`config.mk`:
```
export PLATFORM = sky130hd
export DESIGN_NAME = uart_rx_autobaud_flat
export DESIGN_NICKNAME = d
export VERILOG_FILES = /design/src/rtl/uart_rx_autobaud_pkg.sv /design/src/rtl/uart_rx_autobaud_if.sv /design/src/rtl/uart_rx_autobaud_sync_vote.sv /design/src/rtl/uart_rx_autobaud.sv /design/src/flat_wrapper.sv
export SDC_FILE = /design/constraint.sdc
export NUM_CORES = 1
export LEC_CHECK = 0
export CAP_MARGIN = 20
export CORE_UTILIZATION = 55
export CTS_CLUSTER_SIZE = 16
export DETAILED_ROUTE_END_ITERATION = 10
export PLACE_DENSITY = 0.86
export SLEW_MARGIN = 20
export SYNTH_ARGS = -nofsm -noshare
export SYNTH_HDL_FRONTEND = slang
export SYNTH_SLANG_ARGS = --single-unit
```
`constraint.sdc`:
```
create_clock -name clk_i -period 2.75 [get_ports clk_i]
set_input_delay 0.4125 -clock clk_i [delete_from_list [all_inputs] [get_ports clk_i]]
set_output_delay 0.4125 -clock clk_i [all_outputs]
set_load 0.03 [all_outputs]
```
`src/rtl/uart_rx_autobaud_pkg.sv`:
```
// Shared types, constants and helpers for the auto-baud UART receiver.
package uart_pkg;

    typedef enum logic [3:0] {
        CAL_IDLE,
        CAL_MEAS,
        CAL_STOP,
        IDLE,
        START,
        DATA,
        PAR,
        STOP,
        BRK
    } state_t;

    localparam int PARITY_NONE = 0;
    localparam int PARITY_EVEN = 1;
    localparam int PARITY_ODD  = 2;

    // Maps the PARITY string parameter onto one of the PARITY_* constants.
    function automatic int parity_mode(input logic [31:0] name);
        if (name == "EVEN") return PARITY_EVEN;
        if (name == {8'h00, "ODD"}) return PARITY_ODD;
        return PARITY_NONE;
    endfunction

    // True when the received parity bit disagrees with the data under the given mode.
    function automatic logic parity_error(input int mode, input logic [7:0] data, input logic par_bit);
        logic w_ones_odd;
        w_ones_odd = ^{data, par_bit};
        return (mode == PARITY_ODD) ? ~w_ones_odd : w_ones_odd;
    endfunction

endpackage

```
`src/rtl/uart_rx_autobaud_if.sv`:
```
// Received-frame stream: data with status flags and a valid/ready handshake.
interface uart_rx_autobaud_if #(
    parameter int DATA_BITS = 8
);
    logic [DATA_BITS-1:0] rx_data_o;
    logic                 rx_valid_o;
    logic                 rx_ready_i;
    logic                 parity_err_o;
    logic                 frame_err_o;
    logic                 overrun_o;

    modport master (
        output rx_data_o, rx_valid_o, parity_err_o, frame_err_o, overrun_o,
        input  rx_ready_i
    );

    modport slave (
        input  rx_data_o, rx_valid_o, parity_err_o, frame_err_o, overrun_o,
        output rx_ready_i
    );
endinterface

```
`src/rtl/uart_rx_autobaud_sync_vote.sv`:
```
// 2-FF synchroniser, 3-deep history with majority vote, and edge strobes.
module uart_rx_sync_vote (
    input  logic i_clk,
    input  logic i_rst_n,
    input  logic i_rx,
    output logic o_sample,
    output logic o_sync,
    output logic o_fall,
    output logic o_rise
);
    logic       r_sync1;
    logic       r_sync2;
    logic [2:0] r_hist;

    // Synchronise the pin and keep a short history of the synchronised bit.
    always_ff @(posedge i_clk) begin
        if (!i_rst_n) begin
            r_sync1 <= 1'b1;
            r_sync2 <= 1'b1;
            r_hist  <= '1;
        end else begin
            r_sync1 <= i_rx;
            r_sync2 <= r_sync1;
            r_hist  <= {r_hist[1:0], r_sync2};
        end
    end

    // Edges compare the synchronised bit with its previous value (hist[0]).
    assign o_sync   = r_sync2;
    assign o_fall   = r_hist[0] & ~r_sync2;
    assign o_rise   = ~r_hist[0] & r_sync2;
    assign o_sample = (r_hist[0] & r_hist[1]) | (r_hist[0] & r_hist[2]) | (r_hist[1] & r_hist[2]);
endmodule

```
`src/rtl/uart_rx_autobaud.sv`:
```
// Auto-baud UART receiver: calibrates on a 0x55 sync byte, then receives
// frames into a one-entry buffer with parity/framing/overrun reporting.
module uart_rx_autobaud
    import uart_pkg::*;
#(
    parameter int DATA_BITS  = 8,
    parameter     PARITY     = "NONE",
    parameter int CNT_WIDTH  = 32,
    parameter int MIN_PERIOD = 4
) (
    input  logic                   clk_i,
    input  logic                   rst_ni,
    input  logic                   rx_i,
    input  logic                   relock_i,
    uart_rx_autobaud_if.master     rx_if,
    output logic                   locked_o,
    output logic [CNT_WIDTH-4:0]   bitperiod_o
);
    localparam int             PW        = CNT_WIDTH - 3;
    localparam int             PAR_MODE  = parity_mode(PARITY);
    localparam logic [PW-1:0]  MIN_P     = PW'(MIN_PERIOD);
    localparam logic [7:0]     SYNC_BYTE = 8'h55;

    logic w_sample, w_sync, w_fall, w_rise;

    uart_rx_sync_vote u_sync_vote (
        .i_clk    (clk_i),
        .i_rst_n  (rst_ni),
        .i_rx     (rx_i),
        .o_sample (w_sample),
        .o_sync   (w_sync),
        .o_fall   (w_fall),
        .o_rise   (w_rise)
    );

    state_t                 r_state, w_state_nxt;
    logic [CNT_WIDTH-1:0]   r_cnt, w_cnt_nxt, w_cnt_inc, w_full, w_half;
    logic [2:0]             r_falls, w_falls_nxt, r_bitidx, w_bitidx_nxt;
    logic [PW-1:0]          r_meas_p, w_meas_p_nxt, r_bitperiod, w_bitperiod_nxt, w_p;
    logic                   r_locked, w_locked_nxt;
    logic [DATA_BITS-1:0]   r_shift, w_shift_nxt;
    logic                   r_perr, w_perr_nxt;
    logic                   w_push, w_push_perr, w_push_ferr;
    logic [DATA_BITS-1:0]   w_push_data;
    logic [DATA_BITS-1:0]   r_buf_data;
    logic                   r_buf_valid, r_buf_perr, r_buf_ferr, r_overrun, w_accept;

    // The measurement includes the cycle of the closing edge, so 8 bit-times give 8*P.
    assign w_cnt_inc = r_cnt + 1'b1;
    assign w_p       = w_cnt_inc[CNT_WIDTH-1:3];
    assign w_full    = {3'b000, r_bitperiod};
    assign w_half    = w_full >> 1;
    assign w_accept  = r_buf_valid & rx_if.rx_ready_i;

    // FSM and datapath state registers.
    always_ff @(posedge clk_i) begin
        if (!rst_ni) begin
            r_state     <= CAL_IDLE;
            r_cnt       <= '0;
            r_falls     <= '0;
            r_bitidx    <= '0;
            r_meas_p    <= '0;
            r_bitperiod <= '0;
            r_locked    <= 1'b0;
            r_shift     <= '0;
            r_perr      <= 1'b0;
        end else begin
            r_state     <= w_state_nxt;
            r_cnt       <= w_cnt_nxt;
            r_falls     <= w_falls_nxt;
            r_bitidx    <= w_bitidx_nxt;
            r_meas_p    <= w_meas_p_nxt;
            r_bitperiod <= w_bitperiod_nxt;
            r_locked    <= w_locked_nxt;
            r_shift     <= w_shift_nxt;
            r_perr      <= w_perr_nxt;
        end
    end

    // Next-state and datapath decisions; relock overrides every state action.
    always_comb begin
        w_state_nxt     = r_state;
        w_cnt_nxt       = r_cnt;
        w_falls_nxt     = r_falls;
        w_bitidx_nxt    = r_bitidx;
        w_meas_p_nxt    = r_meas_p;
        w_bitperiod_nxt = r_bitperiod;
        w_locked_nxt    = r_locked;
        w_shift_nxt     = r_shift;
        w_perr_nxt      = r_perr;
        w_push          = 1'b0;
        w_push_data     = r_shift;
        w_push_perr     = 1'b0;
        w_push_ferr     = 1'b0;
        if (relock_i) begin
            w_state_nxt     = CAL_IDLE;
            w_cnt_nxt       = '0;
            w_locked_nxt    = 1'b0;
            w_bitperiod_nxt = '0;
        end else begin
            case (r_state)
                CAL_IDLE: if (w_fall) begin
                    w_cnt_nxt   = '0;
                    w_falls_nxt = '0;
                    w_state_nxt = CAL_MEAS;
                end
                CAL_MEAS: begin
                    w_cnt_nxt = w_cnt_inc;
                    if (r_cnt == '1) begin
                        w_cnt_nxt   = '0;
                        w_state_nxt = CAL_IDLE;
                    end else if (w_fall) begin
                        if (r_falls == 3'd3) begin
                            w_meas_p_nxt = w_p;
                            w_state_nxt  = (w_p < MIN_P) ? CAL_IDLE : CAL_STOP;
                        end else begin
                            w_falls_nxt = r_falls + 1'b1;
                        end
                    end
                end
                CAL_STOP: if (w_rise) begin
                    w_bitperiod_nxt = r_meas_p;
                    w_locked_nxt    = 1'b1;
                    w_push          = 1'b1;
                    w_push_data     = SYNC_BYTE[DATA_BITS-1:0];
                    w_state_nxt     = IDLE;
                end
                IDLE: if (w_fall) begin
                    w_cnt_nxt   = '0;
                    w_state_nxt = START;
                end
                START: begin
                    w_cnt_nxt = w_cnt_inc;
                    if (r_cnt == w_half) begin
                        if (w_sample) begin
                            w_state_nxt = IDLE;
                        end else begin
                            w_cnt_nxt    = '0;
                            w_bitidx_nxt = '0;
                            w_perr_nxt   = 1'b0;
                            w_state_nxt  = DATA;
                        end
                    end
                end
                DATA: begin
                    w_cnt_nxt = w_cnt_inc;
                    if (r_cnt == w_full) begin
                        w_shift_nxt  = {w_sample, r_shift[DATA_BITS-1:1]};
                        w_cnt_nxt    = '0;
                        w_bitidx_nxt = r_bitidx + 1'b1;
                        if (r_bitidx == 3'(DATA_BITS - 1))
                            w_state_nxt = (PAR_MODE != PARITY_NONE) ? PAR : STOP;
                    end
                end
                PAR: begin
                    w_cnt_nxt = w_cnt_inc;
                    if (r_cnt == w_full) begin
                        w_perr_nxt  = parity_error(PAR_MODE, 8'(r_shift), w_sample);
                        w_cnt_nxt   = '0;
                        w_state_nxt = STOP;
                    end
                end
                STOP: begin
                    w_cnt_nxt = w_cnt_inc;
                    if (r_cnt == w_full) begin
                        w_push      = 1'b1;
                        w_push_perr = r_perr;
                        w_push_ferr = ~w_sample;
                        w_cnt_nxt   = '0;
                        w_state_nxt = w_sample ? IDLE : BRK;
                    end
                end
                BRK: if (w_sync) w_state_nxt = IDLE;
                default: w_state_nxt = CAL_IDLE;
            endcase
        end
    end

    // One-entry output buffer; a push into a full, unaccepted buffer is dropped.
    always_ff @(posedge clk_i) begin
        if (!rst_ni) begin
            r_buf_data  <= '0;
            r_buf_valid <= 1'b0;
            r_buf_perr  <= 1'b0;
            r_buf_ferr  <= 1'b0;
            r_overrun   <= 1'b0;
        end else begin
            r_overrun <= 1'b0;
            if (w_push) begin
                if (!r_buf_valid || w_accept) begin
                    r_buf_data  <= w_push_data;
                    r_buf_perr  <= w_push_perr;
                    r_buf_ferr  <= w_push_ferr;
                    r_buf_valid <= 1'b1;
                end else begin
                    r_overrun <= 1'b1;
                end
            end else if (w_accept) begin
                r_buf_valid <= 1'b0;
            end
        end
    end

    assign rx_if.rx_data_o    = r_buf_data;
    assign rx_if.rx_valid_o   = r_buf_valid;
    assign rx_if.parity_err_o = r_buf_perr;
    assign rx_if.frame_err_o  = r_buf_ferr;
    assign rx_if.overrun_o    = r_overrun;
    assign locked_o           = r_locked;
    assign bitperiod_o        = r_bitperiod;
endmodule
```
`src/flat_wrapper.sv`:
```
// flat-port wrapper written by rule: the top's interface ports become plain ports
module uart_rx_autobaud_flat import uart_pkg::*;
#(
    parameter int DATA_BITS  = 8,
    parameter     PARITY     = "    ",
    parameter int CNT_WIDTH  = 32,
    parameter int MIN_PERIOD = 4
)
  (clk_i, rst_ni, rx_i, relock_i, locked_o, bitperiod_o, rx_if_rx_data_o, rx_if_rx_valid_o, rx_if_parity_err_o, rx_if_frame_err_o, rx_if_overrun_o, rx_if_rx_ready_i);
  uart_rx_autobaud_if #(.DATA_BITS(DATA_BITS)) rx_if_i ();
  input  logic clk_i;
  input  logic rst_ni;
  input  logic rx_i;
  input  logic relock_i;
  output logic locked_o;
  output logic [CNT_WIDTH-4:0] bitperiod_o;
  output wire logic [$bits(rx_if_i.rx_data_o)-1:0] rx_if_rx_data_o;
  output wire logic [$bits(rx_if_i.rx_valid_o)-1:0] rx_if_rx_valid_o;
  output wire logic [$bits(rx_if_i.parity_err_o)-1:0] rx_if_parity_err_o;
  output wire logic [$bits(rx_if_i.frame_err_o)-1:0] rx_if_frame_err_o;
  output wire logic [$bits(rx_if_i.overrun_o)-1:0] rx_if_overrun_o;
  input wire logic [$bits(rx_if_i.rx_ready_i)-1:0] rx_if_rx_ready_i;
  assign rx_if_rx_data_o = rx_if_i.rx_data_o;
  assign rx_if_rx_valid_o = rx_if_i.rx_valid_o;
  assign rx_if_parity_err_o = rx_if_i.parity_err_o;
  assign rx_if_frame_err_o = rx_if_i.frame_err_o;
  assign rx_if_overrun_o = rx_if_i.overrun_o;
  assign rx_if_i.rx_ready_i = rx_if_rx_ready_i;
  uart_rx_autobaud #(.DATA_BITS(DATA_BITS), .PARITY(PARITY), .CNT_WIDTH(CNT_WIDTH), .MIN_PERIOD(MIN_PERIOD)) u_core (.clk_i(clk_i), .rst_ni(rst_ni), .rx_i(rx_i), .relock_i(relock_i), .rx_if(rx_if_i), .locked_o(locked_o), .bitperiod_o(bitperiod_o));
endmodule
```
Word-level counts from Yosys, hierarchy flattened
Index checks and enable logic that the tools add are counted.
Widths: inputs -> output; s select.
Word-level totals
  flip-flop bits (word level): 127
  input port bits: 5
  output and inout bits: 42
  word-level logic and storage cells: 140
Operators by class
  multiplexer cells: 52
  order comparisons: 1
  eq/ne operators: 30
  $add $sub $neg: 3
  reductions and logical operators: 23
  bitwise operators: 14
Operator list (count)
  $mux 32: 5
  $pmux 32 s4: 1
  $mux 4: 13
  $pmux 4 s9: 1
  $add 32x1->32 const B: 1
  $eq 32x28->1: 1
  $eq 32x29->1: 1
  $eq 32x32->1 const B: 1
  $lt 29x3->1 const B: 1
  $mux 3: 8
  $mux 8: 3
  $ne 2x2->1 const B: 9
  $eq 4x3->1 const B: 4
  $mux 1: 16
  $reduce_and 5->1: 3
  $ne 2x1->1 const B: 6
  $pmux 3 s2: 2
  $reduce_and 11->1: 1
  $reduce_and 2->1: 5
  $reduce_xor 9->1: 1
  $eq 4x2->1 const B: 2
  $reduce_bool 2->1: 4
  $add 3x1->3 const B: 2
  $and 1x1->1: 6
  18 further kinds: 26

Longest topological paths before layout
Gate-level depths: netlist of run 1.
  depth in word-level cells: 7
  mapped depth: 11
  gate-level depth less buffers: 8

Modules after synthesis
A second synthesis of run 1 with hierarchy kept.
Second synthesis, totals
  cells, all modules: 816
  area, all modules: 6718.9 um^2
By module, submodules not included
  uart_rx_autobaud: cells an instance 803, instances 1, area each 6562.5 um^2, sequential area each 2442.3 um^2
  uart_rx_sync_vote: cells an instance 13, instances 1, area each 156.4 um^2, sequential area each 100.1 um^2

Worst setup path after synthesis of run 1
Ideal clock, no wire load.
  path type: register to register
  start: register u_core.r_bitperiod[23] (netlist: u_core.bitperiod_o[23])
  end: register u_core.r_buf_ferr (netlist: u_core.rx_if.frame_err_o)
  required time: 2.635 ns
  library setup time: 0.115 ns
  setup slack: 0.109 ns
  cell stages (with the launch flop): 9
  arrival time: 2.525 ns
  path buffers: 1
  period minus slack after synthesis: 2.641 ns
  cells stage by stage: dfxtp_1 > xnor2_1 > nand4_1 > or4_4 > or4_4 > a211oi_2 > buf_4 > nor2_1 > a31o_1
On the way
  longest elaborated chain between the ends: 5
Ends and longest elaborated chain
  start: declaration: line uart_rx_autobaud.sv:39  | logic [PW-1:0] r_meas_p, w_meas_p_nxt, r_bitperiod, w_bitperiod_nxt, w_p;
  start signal: assignment: line uart_rx_autobaud.sv:73  | r_bitperiod <= w_bitperiod_nxt;
  $eq 32x29->1 *: line uart_rx_autobaud.sv:165  | if (r_cnt == w_full) begin
  $mux 1: line uart_rx_autobaud.sv:165
  $pmux 1 s2: line uart_rx_autobaud.sv:101  | case (r_state)
  $mux 1: line uart_rx_autobaud.sv:95  | if (relock_i) begin
  $reduce_and 2->1 (no source line)
  end signal: assignment: line uart_rx_autobaud.sv:193  | r_buf_ferr <= w_push_ferr;
  end: declaration: line uart_rx_autobaud.sv:46  | logic r_buf_valid, r_buf_perr, r_buf_ferr, r_overrun, w_accept;
Mark *: on every way between the ends. The rest lies on a longest branch, timed or not.
A chain may end at the register's enable or synchronous reset.

Worst setup path in the final report of run 1
  start: register u_core.r_cnt[12]
  end: register u_core.r_buf_ferr (netlist: u_core.rx_if.frame_err_o)
On the way
  longest elaborated chain between the ends: 5
Ends and longest elaborated chain
  start: declaration: line uart_rx_autobaud.sv:37  | logic [CNT_WIDTH-1:0] r_cnt, w_cnt_nxt, w_cnt_inc, w_full, w_half;
  start signal: assignment: line uart_rx_autobaud.sv:69  | r_cnt <= w_cnt_nxt;
  $eq 32x29->1 *: line uart_rx_autobaud.sv:165
  $mux 1: line uart_rx_autobaud.sv:165
  $pmux 1 s2: line uart_rx_autobaud.sv:101
  $mux 1: line uart_rx_autobaud.sv:95
  $reduce_and 2->1 (no source line)
Marked as above.

==> results of run 1 <==
kinds of logic (layout without fill, tap and decap cells):
group / after synthesis / after routing / share of synthesized area
xor gates and xnor gates: 90 / 90 / 0.117
DFF: 127 / 127 / 0.378
adders and majority gates: 6 / 6 / 0.0108
AOI/OAI and AO/OA: 153 / 153 / 0.153
and+or+nand+nor: 339 / 339 / 0.250
muxes: 25 / 25 / 0.0374
buffers and inverters: 86 / 183 / 0.0541
worst paths after layout:
kind / start / endpoint / slack [ns] / cells past startpoint
hold / removal: u_core.u_sync_vote.r_sync1 / u_core.u_sync_vote.o_sync / 0.41 / 1
setup reg to reg: u_core.r_cnt[12] / u_core.rx_if.frame_err_o / 0.05 / 9
setup / recovery: u_core.r_cnt[12] / u_core.rx_if.frame_err_o / 0.05 / 9
hold reg to reg: u_core.u_sync_vote.r_sync1 / u_core.u_sync_vote.o_sync / 0.41 / 1
through the flow:
step	std cells	hold WS (ns)	area (sq um)	setup TNS, ns	total power [W]
after floorplan	826	0.386	6730	0	0.00195
after global placement	1039	0.400	7780	0	0.00199
after detailed placement	1039	0.407	7780	0	0.00199
after CTS	1069	0.416	8340	0	0.00414
after global routing	1070	0.434	8460	-0.0455	0.00423
final	1070	0.410	8460	0	0.00413
cells in the final DEF (no fill, tap or decap), drive strengths merged, types with 26 or more instances in the layout:
cell           instances
dfxtp                127
xor2                  37
xnor2                 53
a21oi                 55
nand2                 97
nand3                 28
nor2                  85
a211oi                26
buf                   88
clkdlybuf4s50         46
power groups by stage:
stage / clock (W) / combinational, W / sequential, W
CTS: 0.00220 / 0.000102 / 0.00185
floorplan: 0 / 0.0000609 / 0.00189
global route: 0.00227 / 0.000114 / 0.00185
detailed placement: 0 / 0.000102 / 0.00189
finish: 0.00218 / 0.000107 / 0.00185
global placement: 0 / 0.000101 / 0.00189
layer usage:
metal,GRT usage,routed length (um)
met1,0.399,8050
met2,0.503,8790
met3,0.0740,1450
met4,0.183,930
met5,0,0
state kept, by name (all words and copies together) (netlist names):
register,flops
u_core.r_cnt,32
u_core.bitperiod_o,29
u_core.r_meas_p,29
u_core.r_shift,8
u_core.rx_if.rx_data_o,8
u_core.r_state,4
u_core.r_bitidx,3
u_core.r_falls,3
u_core.u_sync_vote.r_hist,3
u_core.locked_o,1
u_core.r_perr,1
u_core.rx_if.frame_err_o,1
u_core.rx_if.overrun_o,1
u_core.rx_if.parity_err_o,1
u_core.rx_if.rx_valid_o,1
u_core.u_sync_vote.o_sync,1
u_core.u_sync_vote.r_sync1,1
cell usage after synthesis, drive strengths merged, types with 4 or more instances:
library cell and n:
nor2 85, buf 19, nand4 21, and4 9, a21oi 55, and3 11
nand3b 8, ha 5, nand2 97, mux2i 24, and2 4, nand2b 14
a211oi 26, or4 5, clkbuf 48, inv 18, nand3 28, a22oi 9
or2 7, xnor2 53, nor3 18, xor2 37, o21ai 23, a311oi 5
nor2b 8, dfxtp 127, a31oi 4, nor4 19
timing repair:
| item | in CTS | in global routing |
|---|---|---|
| setup endpoints to repair | 0 | 36 |
| hold buffers | 0 | 0 |
| gates resized for setup | 0 | 21 |
| buffers inserted | 0 | 1 |
final cells by class:
cell class,instances,area (sq um),area share
clock buffers,24,482,0.0570
clock inverters,6,83.8,0.00991
well taps,147,184,0.0218
repair buffers,134,1150,0.136
multi-input cells,613,3940,0.466
inverters,19,71.3,0.00843
flip-flops and latches,127,2550,0.301
==> metrics.md, run 1 <==
| Metric | Value |
|---|---|
| DRT iter0 DRCs | 748 |
| Setup ws final | 0.0510 ns |
| Crit path launch type | flip-flop |
| Mapped Area | 0.00673 sq mm |
| Drt drc | 0 |
| IO Pins | 47 |
| Max Slew Vio Count | 0 |
| Class of the worst hold path | reg2reg |
| Net Sw Frac | 0.210 |
| Crit path max-delay family | simple AND/OR/NAND/NOR gates |
| Psw | 0.000866 W |
| Crit share post-route | 0.981 |
| P_int | 0.00327 W |
| Via Count | 6476 |
| Relative slew slack | 0.600 |
| DR WL/cell | 18.0 um |
| Worst Tran Pin Value | 0.601 ns |
| Clk_skew | 0.00995 ns |
| Fin. Hold Viols | 0 |
| HPWL after DPL | 13.3 mm |
| Num CTS Buffers | 17 |
| First-pass GRT wire length | 31.3 mm |
| Synth Warn # | 0 |
| Worst slack, placed | 0.0293 ns |
| Gr ovfl total | 0 |
| WP data arrival | 3.02 ns |
| CTS clk-pin slew, worst paths | around 0.060 ns |
| Area delta synth->final | 25.6% |
| Pin count of the biggest net entering global routing | 52 |
| Async S/R FF share, synth | 0 |
| Synth Flop Type | dfxtp_1 |
| Finish-stage setup viols | 0 |
| Crit-path max cell delay | 0.58 ns |
| Critical Path End Type | flip-flop |
| Gr usage total | 0.318 |
| Die height | 113 um |
| Max Fclk | 0.371 GHz |
| Core footprint | around 0.012 sq mm |
| GP Congestion | roughly 1.0 |
| CP max-delay cell | or4_4 |
| N_diodes | 0 |
| Status | completed |
| Sink Count | 127 |
| Sequential share of power | 0.447 |
| Pleak | 3.24 nW |
| Row count | 40 |
| Initial antenna violation count | 1 |
| Register area share after synthesis | 0.378 |
| Core utilization of the finished layout | 0.707 |
| DRT antenna net count | 0 |
| Yosys top cell by area | dfxtp_1 |
| Max-cap violations | 0 |
| H-tree depth | 4 |
| Synth Instances | between 800 and 900 |
| Vias per cell | 6.05 |
| Post-route minimum period | between 2 and 3 ns |
| Fillcell total | 852 |
| Pre-Repair DR Iteration Count | 5 |
| Final wirelength | between 15 and 20 mm |
| Layout cell share with drive strength beyond 1 | 0.168 |
| Max IR drop VDD | 0.000456 V |
| Initial Util | 0.563 |
| Top cell type's share of synthesized area | 0.378 |
| Net Count, Synth | 836 |
| Synth Register Bits | 127 |
| Chip width | 113 um |
| Distinct cell type count after synthesis | 64 |
| WP data required | between 3 and 4 ns |
| PD cells | 489 mW/mm^2 |
| Number of global-route vias before repair | 6124 |
| Root buf cell | clkbuf_16 |
| Syn avg cell area | 8.15 sq um |
| Worst-path cell chain | buf_4, xor2_1, nor4_1, nand4_1, or4_4, a211oi_4, buf_12, nor2_1, a31o_1 |
| IO buf count | 46 |
| CTS tree | yes |
| Clock power frac | 0.527 |
| Synth area leaders | dfxtp_1 38%, xnor2_1 6.9%, nand2_1 5.4%, xor2_1 4.8%, nor2_1 4.7% |
| Full die area | 0.0127 sq mm |
| Worst-path maximum fanout | 20 |
| Layout Nets | 922 |
| Clk buf depth | 2 |
| Worst-Skew Late Latency | 0.43 ns |
| Number of flops mapped to enable cells by yosys | 0 |
| Logic pwr share | 0.026 |
| CP bufs+invs | 2 |
| Crit path kind | reg2reg |
Note: power is estimated with default switching activity, not from simulation.
==> run 2: changes to the inputs <==
--- a/config.mk
+++ b/config.mk
@@ -6,6 +6,7 @@
 export NUM_CORES = 1
 export LEC_CHECK = 0
 export CAP_MARGIN = 20
+export CORE_MARGIN = 5
 export CORE_UTILIZATION = 55
 export CTS_CLUSTER_SIZE = 16
 export DETAILED_ROUTE_END_ITERATION = 10
==> metrics.md, run 2 (synthesis gave the netlist of run 1 again) <==
| Metric | Value |
|---|---|
| CTS tree | yes |
| N_diodes | 0 (unchanged) |
| CP bufs+invs | 3 (+1) |
| Max-cap violations | 0 (unchanged) |
| Fillcell total | 860 (+0.94%) |
| Initial antenna violation count | 0 (-1) |
| Gr ovfl total | 0 (unchanged) |
| Worst-path cell chain | buf_6, xor2_2, nor4_2, nand4_1, buf_4, o31ai_4, buf_6, nand4_1, o311a_1, a41o_1 |
| R2R depth | 10 (+1) |
| Status | finished with violations |
| Finish-stage setup viols | 1 (+1) |
| Vias per cell | 6.12 (+1.1%) |
| Fin area | 0.00858 sq mm (+1.5%) |
| PD cells | 488 mW/mm^2 (-0.18%) |
| Worst-path maximum fanout | 6 (-70%) |
| Sink Count | 127 (unchanged) |
| CTS clk-pin slew, worst paths | 0.06 ns (about the same) |
| Max Fclk | 0.362 GHz (-2.2%) |
| Placement Cell Area | 0.00785 sq mm (+0.87%) |
| WHS | 0.439 ns (+0.0284 ns) |
| Final total power | 0.00419 W (+1.3%) |
| Core utilization of the finished layout | 0.715 (+0.00778) |
| IO Pins | 47 (unchanged) |
| CP Depth | 10 (+1) |
| Crit share post-route | 1.00 (+0.0218) |
| Crit path max-delay family | compound AO/OA/AOI/OAI gates |
| WP data arrival | 3.08 ns (+0.06 ns) |
| Chip width | 121 um (+7.1%) |
| Crit path launch type | flip-flop |
| GP Congestion | 1.01 (-3.2%) |
| RSZ-0062 raised after global routing | yes |
| Pin count of the biggest net entering global routing | 52 (unchanged) |
| Clk buf depth | 2 (unchanged) |
| Class of the worst hold path | reg2reg |
| Initial Util | 0.561 (-0.00235) |
| Max reg flops | 32 (unchanged) |
| Commonest non-fill, non-tap cell in the layout | dfxtp_1 |
| Worst r2r src | u_core.r_cnt[14] |
| Relative slew slack | 0.530 (-0.0693) |
| R2R Path End | u_core.r_state[2] |
| Layout Nets | 935 (+1.4%) |
| Setup ws final | -0.00896 ns (-0.0600 ns) |
| HPWL after DPL | 14.0 mm (+4.8%) |
| Post-route minimum period | 2.76 ns (+0.0600 ns) |
| Root buf cell | clkbuf_16 |
| Drt drc | 0 (unchanged) |
| Most frequent cells in the layout | 116 x dfxtp_1, 97 x nand2_1, 97 x buf_4 |
| Hold-fix buffers, CTS | 0 (unchanged) |
| Worst-Skew Late Latency | 0.42 ns (about the same) |
| Critical Path Sink | u_core.r_state[2] |
| First-pass GRT wire length | 31.6 mm (+0.75%) |
| Pre-Repair DR Iteration Count | 5 (unchanged) |
| DRT antenna net count | 0 (unchanged) |
| Via Count | 6641 (+2.5%) |
| DR WL/cell | 18.7 um (+3.9%) |
| Crit-path max cell delay | 0.36 ns (-0.22 ns) |
| Clk_skew | 0.00905 ns (-0.000895 ns) |
| CP max-delay cell | o311a_1 |
| DRT iter0 DRCs | 864 (+16%) |
| Final wirelength | 20.3 mm (+5.4%) |
| Full die area | 0.0146 sq mm (+15%) |
| Crit path kind | reg2reg |
| Critical Path End Type | flip-flop |
| Layout cell share with drive strength beyond 1 | 0.193 (+0.0250) |
| Number of global-route vias before repair | 6196 (+1.2%) |
| Area delta synth->final | 27.5% |
| Num CTS Buffers | 17 (unchanged) |
| Reg-to-reg setup timing slack | -0.009 ns (-0.06 ns) |
| IO buf count | 46 (unchanged) |
| Setup TNS | -0.00896 ns (-0.00896 ns) |
| Register name with the most flops | u_core.r_cnt |
| Gr usage total | 0.274 (-0.0441) |
| Row count | 40 (unchanged) |
| Max IR drop VDD | 0.000473 V (+3.9%) |
| WP data required | 3.07 ns (about the same) |
| Fin. Hold Viols | 0 (unchanged) |
| Pleak | 3.31 nW (+2.1%) |
| Die height | 121 um (+7.1%) |
| Max Slew Vio Count | 0 (unchanged) |
| Worst Tran Pin Value | 0.700 ns (+0.0997 ns) |
| Core footprint | 0.0120 sq mm (+0.42%) |
| Failing checks | negative setup slack |
| H-tree depth | 4 (unchanged) |
| Critical path launch point | u_core.r_cnt[14] |
-- run 2: cell type report --
class	count	area [sq um]	share of cell area
Multi-Input combinational cell	613	3940	0.459
Timing Repair Buffer	147	1250	0.146
Tap cell	147	184	0.0214
Inverter	19	71.3	0.00831
Clock inverter	11	114	0.0133
Sequential cell	127	2560	0.298
Clock buffer	21	470	0.0548
-- run 2: worst min path at each step --
stage / slack [ns] / cells after the start / endpoint / from
after floorplan: 0.39 / 1 / u_core.u_sync_vote.o_sync / u_core.u_sync_vote.r_sync1
after global placement: 0.40 / 1 / u_core.u_sync_vote.o_sync / u_core.u_sync_vote.r_sync1
after detailed placement: 0.42 / 1 / u_core.u_sync_vote.o_sync / u_core.u_sync_vote.r_sync1
after CTS: 0.45 / 1 / u_core.u_sync_vote.r_hist[2] / u_core.u_sync_vote.r_hist[1]
after global routing: 0.46 / 1 / u_core.u_sync_vote.r_hist[2] / u_core.u_sync_vote.r_hist[1]
final: 0.44 / 2 / u_core.bitperiod_o[4] / u_core.r_meas_p[4]
-- run 2: routing by layer --
metal | GRT usage | vias up | wire length, um
li1 | - | 3075 | -
met2 | 0.452 | 354 | 9550
met3 | 0.0711 | 78 | 1540
met4 | 0.127 | 0 | 810
met1 | 0.335 | 3134 | 8350
met5 | 0 | - | 0
-- run 2: worst reg2reg max path, cell delays in order, from the launching register on --
cell	delay [ns]
dfxtp_2	0.33
buf_6	0.12
xor2_2	0.17
nor4_2	0.30
nand4_1	0.27
buf_4	0.23
o31ai_4	0.28
buf_6	0.15
nand4_1	0.23
o311a_1	0.36
a41o_1	0.19
-- run 2: repair_timing --
action | 4_1_cts | 5_1_grt
endpoints found under the setup margin | 12 | 62
resized for setup | 2 | 26
pin swaps | 0 | 11
setup buffers | 0 | 5
-- run 2: power breakdown --
part / switching (W) / total [W] / internal (W)
sequential: 0.00000345 / 0.00185 / 0.00184
clock: 0.000836 / 0.00223 / 0.00140
combinational: 0.0000767 / 0.000111 / 0.0000344
-- run 2: through the flow --
| stage | setup slack, ns | cells |
|---|---|---|
| 2_1_floorplan | 0.109 | 826 |
| 3_3_place_gp | 0.0508 | 1048 |
| 3_5_place_dp | -0.0539 | 1048 |
| 4_1_cts | 0.0207 | 1080 |
| 5_1_grt | -0.0942 | 1085 |
| 6_report | -0.00896 | 1085 |
==> run 3: changes to the inputs <==
--- a/config.mk
+++ b/config.mk
@@ -6,7 +6,7 @@
 export NUM_CORES = 1
 export LEC_CHECK = 0
 export CAP_MARGIN = 20
-export CORE_MARGIN = 5
+export CORE_MARGIN = 3
 export CORE_UTILIZATION = 55
 export CTS_CLUSTER_SIZE = 16
 export DETAILED_ROUTE_END_ITERATION = 10
==> metrics.md, run 3 (synthesis gave the netlist of run 1 again) <==
| Metric | Value |
|---|---|
| Status | finished with violations |
| Failing checks | negative setup slack |
| Die height | 117 um (-3.3%) |
| Root buf cell | clkbuf_16 |
| Most numerous cell on the critical path | or4_4 |
| Worst-Skew Late Latency | 0.42 ns (about the same) |
| Layout Cells excl Fill | 1094 (+0.83%) |
| Initial Util | 0.575 (+0.0144) |
| Crit path kind | reg2reg |
| Worst-path cell chain | xnor2_4, nand4_1, or4_4, or4_4, a211oi_4, buf_6, nand3b_1, a21oi_2 |
| Initial antenna violation count | 0 (unchanged) |
| Top Layer Used | met4 |
| Worst Tran Pin Value | 0.667 ns (-0.0329 ns) |
| Hold EP | u_core.u_sync_vote.o_sync |
| Final wirelength | 20.6 mm (+2.0%) |
| Pre-Repair DR Iteration Count | 5 (unchanged) |
| CTS clk-pin slew, worst paths | 0.06 ns (about the same) |
| HPWL after DPL | 14.3 mm (+2.5%) |
| PD cells | 475 mW/mm^2 (-2.7%) |
| Crit-path max cell delay | 0.59 ns (+0.23 ns) |
| Chip width | 117 um (-3.3%) |
| Hold path cells | 1 (-1) |
| Vias per cell | 6.11 (-0.14%) |
| Crit share post-route | 1.02 (+0.0144) |
| WP data required | 3.10 ns (+0.03 ns) |
| Layout cell share with drive strength beyond 1 | 0.215 (+0.0215) |
| Max IR drop VDD | 0.000443 V (-6.4%) |
| Most frequent cells in the layout | 111 x dfxtp_1, 110 x buf_4, 97 x nand2_1 |
| Setup ws final | -0.0486 ns (-0.0396 ns) |
| Pin count of the biggest net entering global routing | 52 (unchanged) |
| Reg-to-reg setup timing slack | -0.05 ns (-0.04 ns) |
| Finish-stage setup viols | 4 (+3) |
| Row count | 39 (-2.5%) |
| Gr usage total | 0.306 (+0.0319) |
| Full die area | 0.0136 sq mm (-6.5%) |
| Worst-path maximum fanout | 10 (+4) |
| Fin. Hold Viols | 0 (unchanged) |
| Core footprint | 0.0117 sq mm (-2.5%) |
| Worst slack, placed | 0.00125 ns (+0.0551 ns) |
| Drt drc | 0 (unchanged) |
| Max reg flops | 32 (unchanged) |
| Clk_skew | 0.00851 ns (-0.000544 ns) |
| GP Congestion | 0.975 (-3.7%) |
| Layout Nets | 950 (+1.6%) |
| DRT antenna net count | 0 (unchanged) |
| Setup TNS | -0.148 ns (-0.139 ns) |
| Max Slew Vio Count | 0 (unchanged) |
| Worst r2r src | u_core.r_cnt[0] |
| N_diodes | 0 (unchanged) |
| Critical Path End Type | flip-flop |
| IO buf count | 46 (unchanged) |
| R2R depth | 8 (-2) |
| Hold path startpoint | u_core.u_sync_vote.r_sync1 |
| CP max-delay cell | or4_4 |
| Area delta synth->final | 30.0% |
| Gr ovfl total | 0 (unchanged) |
| Metal-1 WL | 8.28 mm (-0.84%) |
| Register name with the most flops | u_core.r_cnt |
| Fillcell total | 829 (-3.6%) |
| Pleak | 3.42 nW (+3.3%) |
| R2R Path End | u_core.rx_if.rx_data_o[7] |
| Sink Count | 127 (unchanged) |
| Via Count | 6687 (+0.69%) |
| WP data arrival | 3.14 ns (+0.06 ns) |
| Clk buf depth | 2 (unchanged) |
| Max Fclk | 0.357 GHz (-1.4%) |
| Num CTS Buffers | 17 (unchanged) |
| Crit path max-delay family | simple AND/OR/NAND/NOR gates |
| First-pass GRT wire length | 32.2 mm (+2.1%) |
| Max-cap violations | 0 (unchanged) |
| CTS tree | yes |
| Relative slew slack | 0.552 (+0.0214) |
| CP bufs+invs | 1 (-2) |
| DR WL/cell | 18.9 um (+1.1%) |
| Final total power | 0.00415 W (-0.81%) |
| H-tree depth | 4 (unchanged) |
| DRT iter0 DRCs | 706 (-18%) |
| Met3 WL post-DR | 1.86 mm (+21%) |
| Class of the worst hold path | reg2reg |
| Post-route minimum period | 2.80 ns (+0.0396 ns) |
| Placed cells | 1059 (+1.0%) |
| Hold-fix buffers, CTS | 0 (unchanged) |
| Number of global-route vias before repair | 6375 (+2.9%) |
| Commonest non-fill, non-tap cell in the layout | dfxtp_1 |
| Crit path launch type | flip-flop |
| Met2 wire length | 9.78 mm (+2.4%) |
| IO Pins | 47 (unchanged) |
| RSZ-0062 raised after global routing | yes |
==> run 3: cell types whose count changed in the layout (fill, tap and decap cells not counted), moves of 3 or more <==
cell      previous run  this run
buf_4               97       110
dfxtp_1            116       111
a21oi_1             55        52
dfxtp_2             11        15
xnor2_2              2         7
a21oi_2              0         3
xnor2_1             51        45
clkinv_2             6         3
==> run 3: layout make-up <==
cell class / instances / area [sq um] / share of cell area
clock buffers: 24 / 492 / 0.0562
well taps: 143 / 179 / 0.0204
inverters: 19 / 71.3 / 0.00815
repair buffers: 162 / 1370 / 0.156
clock inverters: 6 / 82.6 / 0.00943
multi-input cells: 613 / 4000 / 0.457
flip-flops and latches: 127 / 2560 / 0.293
==> run 3: worst max path at each step <==
stage / cells after the start / start / slack (ns) / endpoint
after floorplan: 8 / u_core.bitperiod_o[23] / 0.11 / u_core.rx_if.frame_err_o
after global placement: 8 / u_core.r_cnt[20] / 0.05 / u_core.r_state[2]
after detailed placement: 9 / u_core.r_cnt[0] / 0.001 / u_core.r_state[1]
after CTS: 8 / u_core.r_cnt[0] / 0.02 / u_core.rx_if.rx_data_o[7]
after global routing: 8 / u_core.r_cnt[23] / -0.10 / u_core.rx_if.rx_data_o[7]
final: 8 / u_core.r_cnt[0] / -0.05 / u_core.rx_if.rx_data_o[7]
==> run 3: per-stage QoR <==
step | instance area [sq um] | hold slack (ns) | util
3_5_place_dp | 7950 | 0.393 | 0.679
3_3_place_gp | 7950 | 0.389 | 0.679
4_1_cts | 8560 | 0.406 | 0.731
5_1_grt | 8750 | 0.433 | 0.747
2_1_floorplan | 6730 | 0.386 | -
6_report | 8750 | 0.405 | 0.747
==> run 3: report_power, final <==
part	switching, W	total [W]	internal, W	leakage, nW
logic	0.0000760	0.000111	0.0000349	2.11
registers	0.00000337	0.00185	0.00184	1.03
clock network	0.000784	0.00220	0.00141	0.282
total	0.000864	0.00415	0.00329	3.42
==> run 3: repair_timing <==
action	in CTS	in global routing
setup endpoints to repair	9	22
setup buffers	1	2
cloned	0	2
endpoints found under the hold margin	0	0
pin swaps	2	5
resized for setup	8	41
==> run 3: worst register-to-register path: stages, from the launching register on <==
cell and delay (ns):
dfxtp_4 0.38, xnor2_4 0.20, nand4_1 0.14, or4_4 0.59
or4_4 0.57, a211oi_4 0.36, buf_6 0.19, nand3b_1 0.12
a21oi_2 0.18
==> run 3: per-layer routing <==
layer	global-route usage	vias to the layer above
met5	0	-
met4	0.126	0
met3	0.0839	72
met2	0.500	356
met1	0.383	3158
li1	-	3101
